[src/rtl/convpress_d2_pkg.sv]
// Shared defaults and helpers for the convpress eDRAM-to-node dispatcher.
package convpress_d2_pkg;

  localparam int DEF_N            = 16;
  localparam int DEF_TN           = 16;
  localparam int DEF_ADDR_SZ      = 6;
  localparam int DEF_OFFSET_SZ    = 4;
  localparam int DEF_BRICK_CNT_SZ = 2;

  // Entries per lane ring buffer and the width needed to count 0..DEPTH.
  localparam int DEPTH  = 2 ** DEF_ADDR_SZ;
  localparam int OCC_SZ = DEF_ADDR_SZ + 1;

  // Lowest bit of lane `lane` inside a flat bus of `width`-bit lane fields.
  function automatic int lane_lsb(input int lane, input int width);
    return lane * width;
  endfunction

endpackage

[src/rtl/convpress_dispatch_lane.sv]
// One lane of the dispatcher: ring-buffer pointers, occupancy, completed
// brick count, the ready decision and the registered NBin/offset write port.
module convpress_dispatch_lane
  import convpress_d2_pkg::*;
#(
  parameter int N            = DEF_N,
  parameter int ADDR_SZ      = DEF_ADDR_SZ,
  parameter int OFFSET_SZ    = DEF_OFFSET_SZ,
  parameter int BRICK_CNT_SZ = DEF_BRICK_CNT_SZ
) (
  input  logic                 clk,
  input  logic                 rst,
  input  logic                 i_valid,
  input  logic                 i_last,
  input  logic                 i_null,
  input  logic [N-1:0]         i_data,
  input  logic [OFFSET_SZ-1:0] i_offset,
  input  logic                 i_pop,
  input  logic                 i_consume,     // already qualified by brick_avail
  output logic                 o_ready,
  output logic                 o_wen,
  output logic [ADDR_SZ-1:0]   o_addr,
  output logic [N-1:0]         o_data,
  output logic [OFFSET_SZ-1:0] o_offset,
  output logic [ADDR_SZ:0]     o_occ,
  output logic                 o_brick_held
);

  // Occupancy value of a completely full lane (exactly 2**ADDR_SZ).
  localparam logic [ADDR_SZ:0]      OCC_FULL = {1'b1, {ADDR_SZ{1'b0}}};
  // Highest brick count the lane may hold before it stops accepting.
  localparam logic [BRICK_CNT_SZ-1:0] BCNT_MAX = '1;

  logic                    run_q;
  logic [ADDR_SZ-1:0]      wptr_q;
  logic [ADDR_SZ-1:0]      rptr_q;
  logic [ADDR_SZ:0]        occ_q;
  logic [BRICK_CNT_SZ-1:0] bcnt_q;

  logic                    wen_q;
  logic [ADDR_SZ-1:0]      addr_q;
  logic [N-1:0]            data_q;
  logic [OFFSET_SZ-1:0]    off_q;

  logic ready;
  logic accept;
  logic null_beat;
  logic push;
  logic pop;
  logic brick_in;

  // run_q keeps ready low while in reset and for the edge that ends it.
  assign ready     = run_q & (occ_q < OCC_FULL) & (bcnt_q != BCNT_MAX);
  assign accept    = i_valid & ready;
  // A null flag only means "empty brick" when it closes the brick.
  assign null_beat = i_null & i_last;
  assign push      = accept & ~null_beat;
  assign pop       = i_pop & (occ_q != '0);
  assign brick_in  = accept & i_last;

  // Ring pointers, occupancy and completed-brick count.
  always_ff @(posedge clk or negedge rst) begin
    if (!rst) begin
      run_q  <= 1'b0;
      wptr_q <= '0;
      rptr_q <= '0;
      occ_q  <= '0;
      bcnt_q <= '0;
    end else begin
      run_q <= 1'b1;
      if (push) wptr_q <= wptr_q + 1'b1;
      if (pop)  rptr_q <= rptr_q + 1'b1;
      case ({push, pop})
        2'b10:   occ_q <= occ_q + 1'b1;
        2'b01:   occ_q <= occ_q - 1'b1;
        default: occ_q <= occ_q;
      endcase
      // A brick arriving and one being consumed in the same cycle cancel.
      if (brick_in && !i_consume)      bcnt_q <= bcnt_q + 1'b1;
      else if (!brick_in && i_consume) bcnt_q <= bcnt_q - 1'b1;
    end
  end

  // Registered write port: one cycle after acceptance, at the old wptr.
  always_ff @(posedge clk or negedge rst) begin
    if (!rst) begin
      wen_q  <= 1'b0;
      addr_q <= '0;
      data_q <= '0;
      off_q  <= '0;
    end else begin
      wen_q <= push;
      if (push) begin
        addr_q <= wptr_q;
        data_q <= i_data;
        off_q  <= i_offset;
      end
    end
  end

  assign o_ready      = ready;
  assign o_wen        = wen_q;
  assign o_addr       = addr_q;
  assign o_data       = data_q;
  assign o_offset     = off_q;
  assign o_occ        = occ_q;
  assign o_brick_held = (bcnt_q != '0);

endmodule

[src/rtl/convpress_dispatcher_d2.sv]
// Dispatcher for the eDRAM-to-node direction of the compressed neuron stream:
// Tn independent lanes write (value, offset) pairs into NBin/offset buffers,
// and the node sees a brick as available only when every lane holds one.
//
// Handshake: per lane, a beat transfers on a rising edge where
// i_valid[l] & o_ready[l]. o_ready[l] is driven from registered state only and
// never looks at i_valid[l]; the source holds the beat stable until it transfers.
module convpress_dispatcher_d2
  import convpress_d2_pkg::*;
#(
  parameter int N            = DEF_N,
  parameter int Tn           = DEF_TN,
  parameter int ADDR_SZ      = DEF_ADDR_SZ,
  parameter int OFFSET_SZ    = DEF_OFFSET_SZ,
  parameter int BRICK_CNT_SZ = DEF_BRICK_CNT_SZ
) (
  input  logic                         clk,
  input  logic                         rst,
  input  logic [Tn-1:0]                i_valid,
  input  logic [Tn-1:0]                i_last,
  input  logic [Tn-1:0]                i_null,
  input  logic [Tn*N-1:0]              i_data,
  input  logic [Tn*OFFSET_SZ-1:0]      i_offset,
  output logic [Tn-1:0]                o_ready,
  output logic [Tn*N-1:0]              o_nbin_data,
  output logic [Tn*OFFSET_SZ-1:0]      o_offset_data,
  output logic [Tn-1:0]                o_nbin_wen,
  output logic [Tn-1:0]                o_off_wen,
  output logic [Tn*ADDR_SZ-1:0]        o_nbin_addr,
  output logic [Tn*ADDR_SZ-1:0]        o_off_wr_addr,
  input  logic [Tn-1:0]                i_pop,
  output logic [Tn*(ADDR_SZ+1)-1:0]    o_occupancy,
  output logic                         o_brick_avail,
  input  logic                         i_brick_consume
);

  localparam int LANE_OCC_SZ = ADDR_SZ + 1;

  logic [Tn-1:0]         wen;
  logic [Tn*ADDR_SZ-1:0] addr;
  logic [Tn-1:0]         brick_held;
  logic                  brick_avail;
  logic                  consume;

  assign brick_avail = &brick_held;
  // Consume only counts when every lane really has a brick to give up.
  assign consume     = i_brick_consume & brick_avail;

  for (genvar l = 0; l < Tn; l++) begin : g_lane
    convpress_dispatch_lane #(
      .N            (N),
      .ADDR_SZ      (ADDR_SZ),
      .OFFSET_SZ    (OFFSET_SZ),
      .BRICK_CNT_SZ (BRICK_CNT_SZ)
    ) u_lane (
      .clk          (clk),
      .rst          (rst),
      .i_valid      (i_valid[l]),
      .i_last       (i_last[l]),
      .i_null       (i_null[l]),
      .i_data       (i_data[lane_lsb(l, N) +: N]),
      .i_offset     (i_offset[lane_lsb(l, OFFSET_SZ) +: OFFSET_SZ]),
      .i_pop        (i_pop[l]),
      .i_consume    (consume),
      .o_ready      (o_ready[l]),
      .o_wen        (wen[l]),
      .o_addr       (addr[lane_lsb(l, ADDR_SZ) +: ADDR_SZ]),
      .o_data       (o_nbin_data[lane_lsb(l, N) +: N]),
      .o_offset     (o_offset_data[lane_lsb(l, OFFSET_SZ) +: OFFSET_SZ]),
      .o_occ        (o_occupancy[lane_lsb(l, LANE_OCC_SZ) +: LANE_OCC_SZ]),
      .o_brick_held (brick_held[l])
    );
  end

  // NBin and offset SRAMs are written in lockstep from the same port.
  assign o_nbin_wen    = wen;
  assign o_off_wen     = wen;
  assign o_nbin_addr   = addr;
  assign o_off_wr_addr = addr;
  assign o_brick_avail = brick_avail;

endmodule

[config.mk]
export PLATFORM = sky130hd
export DESIGN_NAME = convpress_dispatcher_d2
export DESIGN_NICKNAME = d
export VERILOG_FILES = /design/src/rtl/convpress_d2_pkg.sv /design/src/rtl/convpress_dispatch_lane.sv /design/src/rtl/convpress_dispatcher_d2.sv
export SDC_FILE = /design/constraint.sdc
export NUM_CORES = 1
export LEC_CHECK = 0
export CAP_MARGIN = 20
export CELL_PAD_IN_SITES_DETAIL_PLACEMENT = 0
export CELL_PAD_IN_SITES_GLOBAL_PLACEMENT = 1
export CORE_AREA = 2 2 415 417
export DETAILED_ROUTE_END_ITERATION = 8
export DIE_AREA = 0 0 417 419
export GPL_TIMING_DRIVEN = 1
export PLACE_DENSITY_LB_ADDON = 0.1
export SYNTH_ARGS = -nofsm -noshare
export SYNTH_HDL_FRONTEND = slang
export SYNTH_HIERARCHICAL = 1
export SYNTH_SLANG_ARGS = --single-unit
[constraint.sdc]
create_clock -name clk -period 3 [get_ports clk]
set_clock_uncertainty 0.05 [all_clocks]
set_input_delay 0.45 -clock clk [delete_from_list [all_inputs] [get_ports clk]]
set_output_delay 0.45 -clock clk [all_outputs]
set_load 0.02 [all_outputs]
-- After elaboration in Yosys (flattened, before gate mapping)
Cells that the tools add are included.
W data, S select, Z words.
- register bits: 673
- input bits: 387
- output and inout bits: 673
- word-level logic and storage cells: 548
- add/sub/neg operators: 80
- magnitude comparators: 16
- eq/ne operators: 48
- muxes and demuxes: 48
- bitwise logic cells: 129
- reduce and logical (&&, ||, !) cells: 114
- operators by type and width (operator ; count):
    $pmux W7 S2 ; 16
    $and A1 B1 Y1 ; 113
    $add A7 B1 Y7 const B ; 16
    $lt A7 B7 Y1 const B ; 16
    $reduce_bool A7 Y1 ; 16
    $sub A7 B1 Y7 const B ; 16
    $add A6 B1 Y6 const B ; 16
    $reduce_bool A2 Y1 ; 48
    $mux W2 ; 32
    $add A2 B1 Y2 const B ; 16
    $eq A2 B1 Y1 const B ; 16
    $eq A2 B2 Y1 const B ; 16
    $logic_and A1 B1 Y1 ; 32
    $ne A2 B2 Y1 const B ; 16
    $sub A2 B1 Y2 const B ; 16
    $logic_not A1 Y1 ; 17
    $not A1 Y1 ; 16
    $reduce_and A16 Y1 ; 1

-- Longest topological paths before layout
- word-level depth: 9
- mapped depth: 9
- gate-level depth less buffers: 9

-- Hierarchy
Netlist, hierarchy kept.
- modules (own cells, without submodules) (module ; times used ; cells each ; area each (um^2) ; seq. area each (um^2)):
    convpress_dispatch_lane ; 16 ; 204 ; 1938.1 ; 1076.0
    convpress_dispatcher_d2 ; 1 ; 118 ; 890.9 ; 0.0

-- Worst setup path before layout
OpenSTA, ideal clock, no wires.
- path type: reg2reg
- start: reg g_lane[0].u_lane.occ_q[6]
- end: reg g_lane[0].u_lane.occ_q[6]
- library setup time: 0.131 ns
- arrival time: 2.432 ns
- data required time: 2.819 ns
- setup slack: 0.388 ns
- cell stages (with the launch flop): 10
- buffers on the path: 1
- clock period less this slack: 2.612 ns
- path through: dfrtp_1 nor2b_1 nand4_1 clkbuf_1 ha_1 fa_1 a211oi_1 o2111a_1 a311oi_2 xnor2_1
- longest elaborated chain between the ends: 7
- elaborated cells between the ends (all ways): 13
- those cells by class: add/sub (2); order compare (1); eq/ne (2); mux (1); bitwise (5); reduce/logical (2)
- RTL lines (what ; line ; source):
    from (decl) ; convpress_dispatch_lane.sv:37 ; logic [ADDR_SZ:0] occ_q;
    from (signal assigned) ; convpress_dispatch_lane.sv:74 ; 2'b10: occ_q <= occ_q + 1'b1;
    from (signal assigned) ; convpress_dispatch_lane.sv:75 ; 2'b01: occ_q <= occ_q - 1'b1;
    from (signal assigned) ; convpress_dispatch_lane.sv:76 ; default: occ_q <= occ_q;
    $lt A7 B7 Y1 ; convpress_dispatch_lane.sv:53 ; assign ready = run_q & (occ_q < OCC_FULL) & (bcnt_q != BCNT_MAX);
    $and A1 B1 Y1 (2 in a row) ; convpress_dispatch_lane.sv:53 ;
    $and A1 B1 Y1 ; convpress_dispatch_lane.sv:54 ; assign accept = i_valid & ready;
    $and A1 B1 Y1 ; convpress_dispatch_lane.sv:57 ; assign push = accept & ~null_beat;
    $eq A2 B1 Y1 or $eq A2 B2 Y1 (tied branches) ; convpress_dispatch_lane.sv:73 ; case ({push, pop})
    $pmux W7 S2 or $reduce_bool A2 Y1 (tied branches) ; - ;
Several ways; a longest one is shown, not always the timed one.
A chain may end at the register's enable or synchronous reset.

-- Worst setup path after layout
- start: reg g_lane[6].u_lane.occ_q[6]
- end: reg g_lane[6].u_lane.occ_q[6]
- longest elaborated chain between the ends: 7
- elaborated cells between the ends (all ways): 13
- those cells by class: add/sub (2); order compare (1); eq/ne (2); mux (1); bitwise (5); reduce/logical (2)
- RTL lines (what ; line):
    from (decl) ; convpress_dispatch_lane.sv:37
    from (signal assigned) ; convpress_dispatch_lane.sv:74
    from (signal assigned) ; convpress_dispatch_lane.sv:75
    from (signal assigned) ; convpress_dispatch_lane.sv:76
    $lt A7 B7 Y1 ; convpress_dispatch_lane.sv:53
    $and A1 B1 Y1 (2 in a row) ; convpress_dispatch_lane.sv:53
    $and A1 B1 Y1 ; convpress_dispatch_lane.sv:54
    $and A1 B1 Y1 ; convpress_dispatch_lane.sv:57
    $eq A2 B1 Y1 or $eq A2 B2 Y1 (tied branches) ; convpress_dispatch_lane.sv:73
    $pmux W7 S2 or $reduce_bool A2 Y1 (tied branches) ; -
Several ways; a longest one is shown, not always the timed one.

==> key figures <==
Route
  • DR pass1 iterations: 4
  • Final wirelength: approximately 120000 microns
  • Routed vias: roughly 26000
  • Routed len/inst: roughly 18 microns
  • Post-route DRC: 0
  • DR vias/cell: between 3 and 4
  • Initial drt markers: roughly 1100
  • Final ANT Viol Nets: 0

Synthesis
  • XOR/XNOR share of the synthesized area: 5.71%
  • Synth Area in Adders: 6.02%
  • Post-Syn Area per Cell: around 9.4 sq um
  • EDFF count, synth: 0
  • Synth warn: 6
  • Flops & latches, synth: about 690
  • FFs w/ async S/R, synth: 100%
  • Main synth FF type: dfrtp_1
  • Seq/Total Area, Yosys: approximately 54%
  • Syn Nets: 3913
  • Largest family of logic cells by synthesized area: simple AND/OR/NAND/NOR gates
  • Unique cell type count in the Yosys netlist: 36
  • Post-Synthesis Cells: 3382
  • Synth Area in Simple Gates: 22.7%
  • Mux share of post-synthesis cell area: less than 1%
  • Compound-Gate Fraction of Synth Area: around 5.6%
  • Synthesized cell area: around 32000 sq um

Power and ir drop
  • Peak VDD IR: between 0.5 and 0.6 mV
  • Pwr dens: 1120 nW/um^2
  • Leak: roughly 22 nW
  • Clock share of power: about a fifth
  • Sw power: 0.0222 W
  • Gate power share: 48.2%
  • Cell-internal power: around 0.032 W
  • Sequential share of power: a little under a third
  • Sw Ratio: between 40% and 50%

Finish
  • Commonest non-fill, non-tap cell in the layout: nand2_1
  • # nets final: a little over 5000
  • Post-route insts no fill: 6808
  • Commonest cells after routing, fill and taps aside: 1424 x nand2_1, 1057 x clkdlybuf4s50_1, 688 x dfrtp_1, 176 x xnor2_1, 168 x buf_4
  • Design Area, Final: a little under 50000 sq um
  • Layout area overhead: 52.6%
  • Share of cells above drive strength 1: slightly below 9%
  • Fillcell total: around 18000

Timing
  • Final hold vios: 0
  • Rel. slew slack: 56.4%
  • Sum of negative setup slack: 0 ns
  • Final-report max-slew violation count: 0
  • RSZ-0062 raised after global routing: no
  • Fmax: 353 MHz
  • Worst-margin pin slew: 0.653 ns
  • Final Cycle Share: 94.5%
  • Worst hold margin: approximately 0.23 ns
  • Final Setup Violations: 0
  • Final min period: about 2.8 ns

Worst setup path
  • Req. time, crit path: 3.55 ns
  • Register-to-register setup slack: between 0.15 and 0.2 ns
  • WS Path Type: flip-flop to flip-flop
  • CP Data Arrival Time: between 3 and 4 ns
  • CP Capture Type: flip-flop
  • Startpoint types: flip-flop
  • CP max FO: 4

Global route
  • Largest net degree at the start of global routing: between 70 and 80
  • Initial antenna violation count: 5
  • Total grt overflow: 0
  • Vias in the first global route: ~27000
  • Total track usage: between 10 and 15%
  • First-pass GRT wire length: 183000 microns

Min path
  • Hold Crit Class: input pin to flip-flop

CTS
  • Clk buf depth: 3
  • Root Driver: clkbuf_16
  • CTS Buf Count: 93
  • Clock transition at the registers of the reported paths: ~0.060 ns
  • Num Clock Sinks: 688
  • Clk Latency, worst-skew pair: just under 0.7 ns
  • # H-tree levels: 3
  • CTS tree: done
  • Post-CTS setup buffer count: 0

Die
  • Initial Util: 18.7%
  • IO Pins: 1060
  • Die footprint: 175000 sq um
  • Die width: roughly 420 microns
  • Die height: around 420 microns
  • Standard-cell rows: 152
  • Core Footprint: roughly 170000 sq um

Placed design
  • Final Wtd Congestion: 0.768
  • Post-DP HPWL: 93700 microns
  • Placed insts: about 6600
  • Number of port buffers: 1059
  • DP Area: around 45000 sq um

Run
  • Maxcap violations: 0

Status
  • Status: finished clean
worst paths after layout:
check,start,to,cells after the start
setup / recovery,g_lane[6].u_lane/o_occ[6]$_DFFE_PN0P_,g_lane[6].u_lane/o_occ[6]$_DFFE_PN0P_,10
hold / removal,i_data[42],g_lane[2].u_lane/o_data[10]$_DFFE_PN0P_,3
setup reg to reg,g_lane[6].u_lane/o_occ[6]$_DFFE_PN0P_,g_lane[6].u_lane/o_occ[6]$_DFFE_PN0P_,10
hold reg to reg,g_lane[11].u_lane/wptr_q[5]$_DFFE_PN0P_,g_lane[11].u_lane/wptr_q[5]$_DFFE_PN0P_,1
max in group asynchronous,rst,g_lane[14].u_lane/o_occ[5]$_DFFE_PN0P_,4
min in group asynchronous,rst,g_lane[9].u_lane/o_addr[4]$_DFFE_PN0P_,2
power by group through the flow:
| stage | combinational [W] | clock, W | sequential, W |
|---|---|---|---|
| CTS | 0.0270 | 0.0121 | 0.0169 |
| global route | 0.0288 | 0.0125 | 0.0174 |
| floorplan | 0.00989 | 0 | 0.0203 |
| detailed placement | 0.0268 | 0 | 0.0170 |
| finish | 0.0264 | 0.0115 | 0.0168 |
| global placement | 0.0270 | 0 | 0.0170 |
registers in the layout, indices dropped and copies added, names as in the netlist:
register	count
g_lane.u_lane/run_q	16
g_lane.u_lane/o_addr	96
g_lane.u_lane/o_offset	64
g_lane.u_lane/bcnt_q	32
g_lane.u_lane/wptr_q	96
g_lane.u_lane/o_data	256
g_lane.u_lane/o_wen	16
g_lane.u_lane/o_occ	112
synth_stat cells (32+ instances only):
library cell | count | area (sq um)
buf_4 | 144 | 1080
a21oi_1 | 64 | 320
inv_1 | 48 | 180
and3_1 | 32 | 200
dfrtp_1 | 688 | 17200
nand2_1 | 1424 | 5350
clkbuf_1 | 32 | 120
o21ai_0 | 80 | 400
xor2_1 | 32 | 280
ha_1 | 128 | 1600
xnor2_1 | 176 | 1540
and2_1 | 33 | 206
nand4_1 | 67 | 419
nor2_1 | 96 | 360
buf_2 | 32 | 160
worst max-delay path, cell delays in order, from the launching register on:
cell	delay (ns)
dfrtp_1	0.41
nor2b_1	0.14
buf_4	0.15
nand4_1	0.21
buf_4	0.24
ha_1	0.25
fa_1	0.40
a211oi_1	0.35
nor2_1	0.15
a311oi_2	0.25
xnor2_1	0.14
per-stage QoR:
step                power (W)  utilization (%)  worst slack (ns)
finish                 0.0547             28.5             0.165
global route           0.0587             28.5            0.0182
CTS                    0.0560             28.5           0.00276
detailed placement     0.0438             26.6            -0.152
global placement       0.0440             26.6            -0.124
floorplan              0.0302                -             0.388
cell families (layout without fill, tap and decap cells):
family / Yosys count / after routing
buffers and inverters: 288 / 1478
multiplexers: 16 / 16
adder cells (fa/ha/maj): 144 / 144
XOR/XNOR: 208 / 208
AND/OR/NAND/NOR: 1766 / 1766
other: 16 / 19
AO/OA/AOI/OAI: 256 / 256
flip-flops: 688 / 688
metal layers:
layer  up-vias  track usage (%)  wire [microns]
met3       146             3.37            6810
li1      13079                -               -
met5         -                0              10
met4         2             4.37            3250
met1     12541             16.3           50700
met2       608             24.4           63000
layout make-up:
type,count,area [sq um],share of cell area (%)
Antenna cell,3,7.51,0.0154
Clock buffer,143,2830,5.81
Clock inverter,27,354,0.728
Inverter,64,240,0.494
Multi-Input combinational cell,2406,13000,26.8
Sequential cell,688,17200,35.4
Tap cell,2233,2790,5.74
Timing Repair Buffer,1244,12200,25.1
what timing repair did:
| action | in CTS | in global routing |
|---|---|---|
| hold buffers | 1 | 0 |
| setup endpoints to repair | 1 | 2 |
| endpoints found under the hold margin | 38 | 0 |
| resized for setup | 4 | 1 |
Note: power is estimated with default switching activity, not from simulation.
